<file path="src/rtl/pipe_execute_stage_pkg.sv">
// Shared Y86 encodings (icode/ifun/stat/register) and condition evaluation
// used by the execute stage and its ALU.
package pipe_execute_stage_pkg;

    localparam logic [3:0] I_HALT   = 4'h0;
    localparam logic [3:0] I_NOP    = 4'h1;
    localparam logic [3:0] I_RRMOVQ = 4'h2;
    localparam logic [3:0] I_IRMOVQ = 4'h3;
    localparam logic [3:0] I_RMMOVQ = 4'h4;
    localparam logic [3:0] I_MRMOVQ = 4'h5;
    localparam logic [3:0] I_OPQ    = 4'h6;
    localparam logic [3:0] I_JXX    = 4'h7;
    localparam logic [3:0] I_CALL   = 4'h8;
    localparam logic [3:0] I_RET    = 4'h9;
    localparam logic [3:0] I_PUSHQ  = 4'hA;
    localparam logic [3:0] I_POPQ   = 4'hB;

    localparam logic [3:0] ALU_ADD = 4'h0;
    localparam logic [3:0] ALU_SUB = 4'h1;
    localparam logic [3:0] ALU_AND = 4'h2;
    localparam logic [3:0] ALU_XOR = 4'h3;
    localparam logic [3:0] ALU_SHL = 4'h4;
    localparam logic [3:0] ALU_SAR = 4'h5;

    localparam logic [2:0] STAT_AOK = 3'd1;
    localparam logic [2:0] STAT_HLT = 3'd2;
    localparam logic [2:0] STAT_ADR = 3'd3;
    localparam logic [2:0] STAT_INS = 3'd4;

    localparam logic [3:0] REG_NONE = 4'hF;

    typedef enum logic [3:0] {
        C_ALWAYS = 4'h0,
        C_LE     = 4'h1,
        C_L      = 4'h2,
        C_E      = 4'h3,
        C_NE     = 4'h4,
        C_GE     = 4'h5,
        C_G      = 4'h6
    } cond_e;

    // cc is {ZF,SF,OF}; unknown condition codes never fire
    function automatic logic cond_eval(input logic [3:0] ifun, input logic [2:0] cc);
        logic zf_s, sf_s, of_s, r_s;
        {zf_s, sf_s, of_s} = cc;
        case (ifun)
            C_ALWAYS: r_s = 1'b1;
            C_LE:     r_s = (sf_s ^ of_s) | zf_s;
            C_L:      r_s = sf_s ^ of_s;
            C_E:      r_s = zf_s;
            C_NE:     r_s = ~zf_s;
            C_GE:     r_s = ~(sf_s ^ of_s);
            C_G:      r_s = ~(sf_s ^ of_s) & ~zf_s;
            default:  r_s = 1'b0;
        endcase
        return r_s;
    endfunction

endpackage

</file>
<file path="src/rtl/pipe_execute_stage_alu.sv">
// Y86 ALU: valE = b OP a with ZF/SF/OF; optional shl/sar extension.
// op_ok drops for an unsupported function, in which case valE is forced to 0.
module y86_alu
    import pipe_execute_stage_pkg::*;
#(
    parameter int W       = 64,
    parameter int EXT_OPS = 0
) (
    input  logic [3:0]   alufun,
    input  logic [W-1:0] a,
    input  logic [W-1:0] b,
    output logic [W-1:0] vale,
    output logic         zf,
    output logic         sf,
    output logic         of,
    output logic         op_ok
);

    localparam int SHW = $clog2(W);

    logic [W-1:0] res_s;
    logic         of_s;
    logic         ok_s;

    // Function decode and overflow detection from operand/result signs
    always_comb begin
        res_s = {W{1'b0}};
        of_s  = 1'b0;
        ok_s  = 1'b1;
        case (alufun)
            ALU_ADD: begin
                res_s = b + a;
                of_s  = (a[W-1] == b[W-1]) && (res_s[W-1] != a[W-1]);
            end
            ALU_SUB: begin
                res_s = b - a;
                of_s  = (a[W-1] != b[W-1]) && (res_s[W-1] != b[W-1]);
            end
            ALU_AND: res_s = b & a;
            ALU_XOR: res_s = b ^ a;
            ALU_SHL: begin
                if (EXT_OPS != 0) begin
                    res_s = b << a[SHW-1:0];
                end else begin
                    ok_s = 1'b0;
                end
            end
            ALU_SAR: begin
                if (EXT_OPS != 0) begin
                    res_s = $signed(b) >>> a[SHW-1:0];
                end else begin
                    ok_s = 1'b0;
                end
            end
            default: ok_s = 1'b0;
        endcase
    end

    assign vale  = ok_s ? res_s : {W{1'b0}};
    assign zf    = (vale == {W{1'b0}});
    assign sf    = vale[W-1];
    assign of    = ok_s & of_s;
    assign op_ok = ok_s;

endmodule

</file>
<file path="src/rtl/pipe_execute_stage.sv">
// Y86 execute stage: operand selection, ALU, CC register, branch/cmov
// condition and the E->M pipeline register with stall/bubble control.
module pipe_execute_stage
    import pipe_execute_stage_pkg::*;
#(
    parameter int         W       = 64,
    parameter int         EXT_OPS = 0,
    parameter logic [2:0] RST_CC  = 3'b100
) (
    input  logic         clk,
    input  logic         rst,
    input  logic [3:0]   E_icode,
    input  logic [3:0]   E_ifun,
    input  logic [W-1:0] E_valC,
    input  logic [W-1:0] E_valA,
    input  logic [W-1:0] E_valB,
    input  logic [3:0]   E_dstE,
    input  logic [3:0]   E_dstM,
    input  logic [2:0]   E_stat,
    input  logic         M_stall,
    input  logic         M_bubble,
    input  logic         m_exc,
    input  logic         W_exc,
    output logic [W-1:0] e_valE,
    output logic [3:0]   e_dstE,
    output logic         e_Cnd,
    output logic [3:0]   M_icode,
    output logic         M_Cnd,
    output logic [W-1:0] M_valE,
    output logic [W-1:0] M_valA,
    output logic [3:0]   M_dstE,
    output logic [3:0]   M_dstM,
    output logic [2:0]   M_stat,
    output logic [2:0]   cc
);

    localparam logic [W-1:0] WORD_BYTES = W'(W / 8);

    logic [W-1:0] alu_a_s, alu_b_s, alu_vale_s;
    logic [3:0]   alufun_s;
    logic         zf_s, sf_s, of_s, op_ok_s;
    logic         invalid_op_s, set_cc_s, cnd_s;
    logic [3:0]   dste_s;
    logic [2:0]   stat_s;

    logic [2:0]   cc_r;
    logic [3:0]   m_icode_r, m_dste_r, m_dstm_r;
    logic         m_cnd_r;
    logic [W-1:0] m_vale_r, m_vala_r;
    logic [2:0]   m_stat_r;

    // ALU operand selection; stack ops step by one word in either direction
    always_comb begin
        case (E_icode)
            I_RRMOVQ, I_OPQ:              alu_a_s = E_valA;
            I_IRMOVQ, I_RMMOVQ, I_MRMOVQ: alu_a_s = E_valC;
            I_CALL, I_PUSHQ:              alu_a_s = {W{1'b0}} - WORD_BYTES;
            I_RET, I_POPQ:                alu_a_s = WORD_BYTES;
            default:                      alu_a_s = {W{1'b0}};
        endcase
        if ((E_icode == I_RRMOVQ) || (E_icode == I_IRMOVQ)) begin
            alu_b_s = {W{1'b0}};
        end else begin
            alu_b_s = E_valB;
        end
        if (E_icode == I_OPQ) begin
            alufun_s = E_ifun;
        end else begin
            alufun_s = ALU_ADD;
        end
    end

    y86_alu #(
        .W       (W),
        .EXT_OPS (EXT_OPS)
    ) u_alu (
        .alufun (alufun_s),
        .a      (alu_a_s),
        .b      (alu_b_s),
        .vale   (alu_vale_s),
        .zf     (zf_s),
        .sf     (sf_s),
        .of     (of_s),
        .op_ok  (op_ok_s)
    );

    // Condition, cmov destination suppression, status and CC-write qualification
    always_comb begin
        invalid_op_s = (E_icode == I_OPQ) && !op_ok_s;
        if ((E_icode == I_RRMOVQ) || (E_icode == I_JXX)) begin
            cnd_s = cond_eval(E_ifun, cc_r);
        end else begin
            cnd_s = 1'b0;
        end
        if ((E_icode == I_RRMOVQ) && !cnd_s) begin
            dste_s = REG_NONE;
        end else begin
            dste_s = E_dstE;
        end
        if (invalid_op_s) begin
            stat_s = STAT_INS;
        end else begin
            stat_s = E_stat;
        end
        set_cc_s = (E_icode == I_OPQ) && op_ok_s && (E_stat == STAT_AOK)
                   && !m_exc && !W_exc && !M_stall;
    end

    assign e_valE = alu_vale_s;
    assign e_dstE = dste_s;
    assign e_Cnd  = cnd_s;

    // Condition-code register
    always_ff @(posedge clk or posedge rst) begin
        if (rst) begin
            cc_r <= RST_CC;
        end else if (set_cc_s) begin
            cc_r <= {zf_s, sf_s, of_s};
        end else begin
            cc_r <= cc_r;
        end
    end

    // E->M pipeline register: bubble inserts a NOP, stall holds
    always_ff @(posedge clk or posedge rst) begin
        if (rst) begin
            m_icode_r <= I_NOP;
            m_cnd_r   <= 1'b0;
            m_vale_r  <= {W{1'b0}};
            m_vala_r  <= {W{1'b0}};
            m_dste_r  <= REG_NONE;
            m_dstm_r  <= REG_NONE;
            m_stat_r  <= STAT_AOK;
        end else if (M_bubble) begin
            m_icode_r <= I_NOP;
            m_cnd_r   <= 1'b0;
            m_vale_r  <= {W{1'b0}};
            m_vala_r  <= {W{1'b0}};
            m_dste_r  <= REG_NONE;
            m_dstm_r  <= REG_NONE;
            m_stat_r  <= STAT_AOK;
        end else if (M_stall) begin
            m_icode_r <= m_icode_r;
            m_cnd_r   <= m_cnd_r;
            m_vale_r  <= m_vale_r;
            m_vala_r  <= m_vala_r;
            m_dste_r  <= m_dste_r;
            m_dstm_r  <= m_dstm_r;
            m_stat_r  <= m_stat_r;
        end else begin
            m_icode_r <= E_icode;
            m_cnd_r   <= cnd_s;
            m_vale_r  <= alu_vale_s;
            m_vala_r  <= E_valA;
            m_dste_r  <= dste_s;
            m_dstm_r  <= E_dstM;
            m_stat_r  <= stat_s;
        end
    end

    assign cc      = cc_r;
    assign M_icode = m_icode_r;
    assign M_Cnd   = m_cnd_r;
    assign M_valE  = m_vale_r;
    assign M_valA  = m_vala_r;
    assign M_dstE  = m_dste_r;
    assign M_dstM  = m_dstm_r;
    assign M_stat  = m_stat_r;

endmodule

</file>
<file path="config.mk">
export PLATFORM = sky130hd
export DESIGN_NAME = pipe_execute_stage
export DESIGN_NICKNAME = d
export VERILOG_FILES = /design/src/rtl/pipe_execute_stage_pkg.sv /design/src/rtl/pipe_execute_stage_alu.sv /design/src/rtl/pipe_execute_stage.sv
export SDC_FILE = /design/constraint.sdc
export NUM_CORES = 1
export LEC_CHECK = 0
export CAP_MARGIN = 20
export CORE_MARGIN = 2
export CORE_UTILIZATION = 35
export DETAILED_ROUTE_END_ITERATION = 10
export PLACE_DENSITY = 0.69
export SYNTH_ARGS = -nofsm -noshare
export SYNTH_HDL_FRONTEND = slang
export SYNTH_SLANG_ARGS = --single-unit
</file>
<file path="constraint.sdc">
create_clock -name clk -period 16.07 [get_ports clk]
set_clock_uncertainty 0.05 [all_clocks]
set_input_delay 1.607 -clock clk [delete_from_list [all_inputs] [get_ports clk]]
set_output_delay 1.607 -clock clk [all_outputs]
set_load 0.01 [all_outputs]
</file>
==> Yosys cells after proc, flatten, opt, wreduce, memory -nomap -nowiden <==
Cells that the tools add are included.
{ "op_classes": {"reduce_logical": 24, "n_eq_ne": 25, "muxes": 25, "addsub": 2, "bitwise": 8} }
{ "op_table": {"columns": ["cell", "n"], "rows": [
  ["$pmux 64 s4", 2],
  ["$mux 64", 6],
  ["$add 64x64->64", 1],
  ["$and 64x64->64", 1],
  ["$logic_not 64->1", 1],
  ["$sub 64x64->64", 1],
  ["$xor 64x64->64", 1],
  ["$mux 4", 8],
  ["$eq 4x3->1 const B", 7],
  ["$eq 4x2->1 const B", 6],
  ["$eq 4x4->1 const B", 4],
  ["$logic_and 1x1->1", 9],
  ["$mux 3", 3],
  ["$eq 4x1->1 const B", 2],
  ["$logic_not 4->1", 2],
  ["$pmux 1 s7", 1],
  ["$reduce_or 2->1", 3],
  ["$logic_not 1->1", 5],
  ["$mux 1", 4],
  ["$reduce_or 4->1", 1],
  ["$eq 3x1->1 const B", 1],
  ["$ne 1x1->1", 3],
  ["$reduce_or 3->1", 1],
  ["$and 1x1->1", 2],
  ["other kinds (7)", 9]
]} }
{ "totals": {"wordCells": 92, "input_bits": 217, "reg_bits": 147} }

==> Logic depth before layout (Yosys ltp) <==
{ "logic_depth": {"ltp_word": 10, "ltp_mapped": 22} }

==> By module <==
Synthesis repeated with hierarchy kept, for this count alone.
{ "hier_totals": {"cells_unflattened": 2367, "area_unflattened_um2": 17643.2} }
{ "modules_own_cells": {"columns": ["module", "area_per_inst_um2", "seq_area_each_um2", "n_inst", "cells_each"], "rows": [
  ["y86_alu", 10323.7, 0.0, 1, 1693],
  ["pipe_execute_stage", 7319.5, 3692.3, 1, 674]
]} }

==> Worst setup path after synthesis <==
Ideal clock, no wire load.
{ "synth_timing": {"path_type": "input -> output", "startpoint": "in E_icode[2]", "endpoint": "out e_valE[55]", "required_ns": 14.413, "stages": 16, "path_buffers": 3, "t_arrival_ns": 5.906, "path_slack_ns": 8.507, "path_cell_list": "clkbuf_1 nand2b_1 a21oi_1 clkbuf_1 a221oi_1 ha_1 buf_6 or4_4 or4_4 nor4_2 o31ai_1 o221ai_2 o21ai_2 o311a_1 or4_4 a31o_4"} }
{ "synth_via": {"elab_chain_len": 6} }
{ "synth_lines": {"columns": ["element", "line_no", "text"], "rows": [
  ["start: declaration", "pipe_execute_stage.sv:12", "input logic [3:0] E_icode,"],
  ["$eq 4x2->1, or another cell as far along", "pipe_execute_stage.sv:54, pipe_execute_stage.sv:61", null],
  ["$reduce_or 3->1, or another cell as far along", "pipe_execute_stage.sv:54", "case (E_icode)"],
  ["$pmux 64 s4, or another cell as far along", "pipe_execute_stage.sv:54", null],
  ["$sub 64x64->64, or another cell as far along", "pipe_execute_stage_alu.sv:36", "res_s = b - a;"],
  ["$pmux 64 s4 / $mux 1 (equally long branches)", null, null],
  ["$mux 64 *", "pipe_execute_stage_alu.sv:59", "assign vale = ok_s ? res_s : {W{1'b0}};"],
  ["end: declaration", "pipe_execute_stage.sv:24", "output logic [W-1:0] e_valE,"]
]} }
Mark *: on every way between the ends. The rest lies on a longest branch, timed or not.

==> Final worst setup path <==
{ "layout_timing": {"startpoint": "in E_icode[0]", "endpoint": "out e_valE[49]"} }
The elaborated chain is that of the path after synthesis.

==> flow_metrics.env <==
export IMPL_cp_data_required_time_ns=14.41
export IMPL_routed_via_count=22900
export IMPL_setup_viol=0
export IMPL_grt_use_total_pct=35.4
export IMPL_io_pins=433
export IMPL_ys_types=99
export IMPL_ys_flop_type="dfrtp_1"
export IMPL_drtIter0Drc=2779
export IMPL_clockRootBuffer="clkbuf_16"
export IMPL_synth_nets=2899
export IMPL_worst_path_buf_inv=5
export IMPL_rr_worst_depth=10
export IMPL_post_cts_resized=0
export IMPL_slew_limit_headroom_pct=8.34
export IMPL_syn_inst=2553
export IMPL_critPathCaptureType="output pin"
export IMPL_cp_cell_sequence="clkdlybuf4s50_1, nand3b_1, a21oi_4, buf_4, a22oi_1, ha_1, inv_1, a221oi_2, a211oi_1, o31ai_1, o211ai_1, a221oi_1, nand2_1, nand3_1, nand3_1, o22ai_1, inv_1, clkdlybuf4s50_1"
export IMPL_viasPerCell=6.40
export IMPL_die_h_um=234
export IMPL_grt_pass1_vias=21300
export IMPL_fin_setup_tns_ns=0
export IMPL_numCtsBuffers=17
export IMPL_drive_gt1_share_pct=5.08
export IMPL_clk_latency_ns=0.49
export IMPL_clockBufferDepth=2
export IMPL_syn_area_sq_mm=0.0184
export IMPL_regToRegStartpoint="cc[0]"
export IMPL_slowest_delay_ns=0.79
export IMPL_cts_max_level=4
export IMPL_grt_first_pass_wirelength_um=144000
export IMPL_grt_max_degree=82
export IMPL_nets=3225
export IMPL_dieArea_sq_mm=0.0546
export IMPL_rsz0062_at_grt="no"
export IMPL_fmax_mhz=92.3
export IMPL_core_area_sq_mm=0.0523
export IMPL_vdd_ir_drop_max_uv=65.1
export IMPL_async_flop_share_pct=100
export IMPL_cts_tree="done"
export IMPL_cp_max_fo=46
export IMPL_totalWireLength_um=99800
export IMPL_p_per_area_mw_per_mm2=79.6
export IMPL_gp_congestion=1.07
export IMPL_clk_pin_slew_ns=0.07
export IMPL_worst_pin_slew_ns=1.37
export IMPL_syn_area_per_cell_sq_um=7.23
export IMPL_endpoint="e_valE[49]"
export IMPL_finalCritPeriodShare_pct=67.4
export IMPL_ant_nets=0
export IMPL_crit_path_start="E_icode[0]"
export IMPL_synth_edf_count=0
export IMPL_die_width_um=234
export IMPL_rows=84
export IMPL_ff2ff_setup_slack_ns=13.29
export IMPL_antenna_found_initial=2
export IMPL_total_power_mw=1.90
export IMPL_wire_per_inst_um=27.9
export IMPL_hold_viol_final=0
export IMPL_r2r_end="M_dstE[3]"
export IMPL_ys_seq_area_share_pct=20.0
export IMPL_grt_ovfl_total=0
export IMPL_hold_path_class="flop to flop"
export IMPL_io_buffer_count=432
export IMPL_seqCellArea_sq_mm=0.00369
export IMPL_ys_ff_latch=147
export IMPL_start_kind="input port"
export IMPL_crit_cells=18
export IMPL_max_cap_violations=0
export IMPL_dr_pass1_iters=6
export IMPL_nFillCells=5327
export IMPL_ys_warn_count=0
export IMPL_ctsHoldBuffers=0
export IMPL_crit_arrival_ns=9.17
export IMPL_drcViolationCount=0
export IMPL_multi_input_area_sq_mm=0.0136
export IMPL_initial_utilization_pct=35.2
export IMPL_area_growth_pct=29.7
export IMPL_place_hpwl_um=78000
export IMPL_maxSlewViolCount=0
export IMPL_post_cts_setup_buffers=0
export IMPL_final_core_util_pct=45.7
export IMPL_p_leak_nw=10.2
export IMPL_min_period_ns=10.83
export IMPL_cpLargestDelayFamily="compound AO/OA/AOI/OAI gates"
export IMPL_slowest_stage="clkdlybuf4s50_1"
export IMPL_cts_sinks=147
export IMPL_path_class="input port to output pin"
export IMPL_outcome="completed"
-- cell type report --
cell class | instances | share of cell area, %
Clock buffer | 22 | 1.94
Inverter | 157 | 2.48
Antenna cell | 1 | 0.0105
Multi-Input combinational cell | 2085 | 56.8
Clock inverter | 10 | 0.476
Timing Repair Buffer | 471 | 19.3
Sequential cell | 147 | 15.4
Tap cell | 688 | 3.60
-- cell usage in the layout (no fill, tap or decap), types with 8 or more instances in the layout --
cell / n
a2111oi_0: 8
a211o_1: 18
a211oi_1: 32
a21o_1: 33
a21oi_1: 224
a221oi_1: 83
a22oi_1: 16
a31oi_1: 27
a41oi_1: 9
and2_1: 23
and3_1: 19
buf_4: 40
clkbuf_16: 17
clkdlybuf4s50_1: 430
dfrtp_1: 136
dfstp_2: 11
ha_1: 127
inv_1: 152
mux2i_1: 116
nand2_1: 233
nand2b_1: 34
nand3_1: 57
nand4_1: 38
nor2_1: 306
nor2b_1: 106
nor3_1: 51
nor4_1: 45
o2111ai_1: 9
o211a_1: 8
o211ai_1: 35
o21a_1: 13
o21ai_0: 114
o21bai_1: 18
o22ai_1: 9
o31ai_1: 53
or2_2: 18
or3_1: 17
or4_1: 12
xnor2_1: 15
-- logic make-up (layout without fill, tap and decap cells) --
group           Yosys count  after routing  synth area share (%)
simple gates           1009           1009                  27.0
compound gates          806            806                  30.0
buf+inv                 321            660                  6.68
flops                   147            147                  20.0
fa+ha+maj               129            129                  8.83
mux                     120            120                  6.54
xor+xnor                 21             21                 0.997
other cells               0              1                     0
-- cells in the mapped netlist, types with 17 or more instances --
library cell	n	area share [%]
nand2_1	234	4.8
nand4_1	38	1.3
or2_2	18	0.61
ha_1	127	8.6
a211oi_1	32	1.3
nor2b_1	107	3.6
o31ai_1	54	2.2
nor4_1	45	1.5
nand2b_1	34	1.2
a221oi_1	83	3.9
nor2_1	308	6.3
a21oi_1	225	6.1
dfrtp_1	136	18
a21o_1	33	1.3
or3_1	17	0.58
a31oi_1	27	0.92
nor3_1	51	1.4
o211ai_1	35	1.4
and2_1	22	0.75
o21bai_1	18	0.73
mux2i_1	116	6.3
o21ai_0	115	3.1
and3_1	20	0.68
clkbuf_1	133	2.7
a211o_1	18	0.85
nand3_1	57	1.5
inv_1	153	3.1
buf_1	21	0.43
-- routing by layer --
metal  share of wire, %  wire length (um)  vias up  track usage, %
met5              0.013                13        -               0
met4                3.1              3050        2            11.5
met3                 11             10700      190            6.96
met2                 42             42200     1445            52.3
met1                 44             43900    11200            51.2
li1                   -                 -    10100               -
-- metrics by stage --
stage               instances  instance area [sq um]  setup slack, ns  hold WS [ns]
floorplan                2553                  18400             8.51         0.426
global placement         3548                  23300             5.63         0.437
detailed placement       3548                  23300             5.53         0.448
CTS                      3580                  23900             5.51         0.459
global route             3580                  23900             5.13         0.468
finish                   3581                  23900             5.24         0.458
-- worst min-delay path by stage --
stage                      from    end  slack, ns  cells after the start
after CTS                 cc[2]  cc[2]       0.46                      2
final                     cc[2]  cc[2]       0.46                      2
after global routing      cc[2]  cc[2]       0.47                      2
after global placement    cc[2]  cc[2]       0.44                      2
after detailed placement  cc[2]  cc[2]       0.45                      2
after floorplan           cc[2]  cc[2]       0.43                      2
-- state kept, by name, summed over array words and instances (netlist names) --
name	flops
M_Cnd	1
M_dstE	4
M_dstM	4
M_icode	4
M_stat	3
M_valA	64
M_valE	64
cc	3
-- power breakdown --
| group | switching (mW) | internal [mW] | total, mW |
|---|---|---|---|
| sequential | 0.0169 | 0.400 | 0.417 |
| combinational | 0.664 | 0.407 | 1.07 |
| clock | 0.190 | 0.226 | 0.415 |
| total | 0.870 | 1.03 | 1.90 |
-- tightest hold or removal path, delay by kind of cell (launching register included) --
| kind | cells | cell delay [ns] |
|---|---|---|
| flip-flops | 1 | 0.40 |
| AND/OR/NAND/NOR | 2 | 0.10 |
Power figures use the tool's default switching activity.
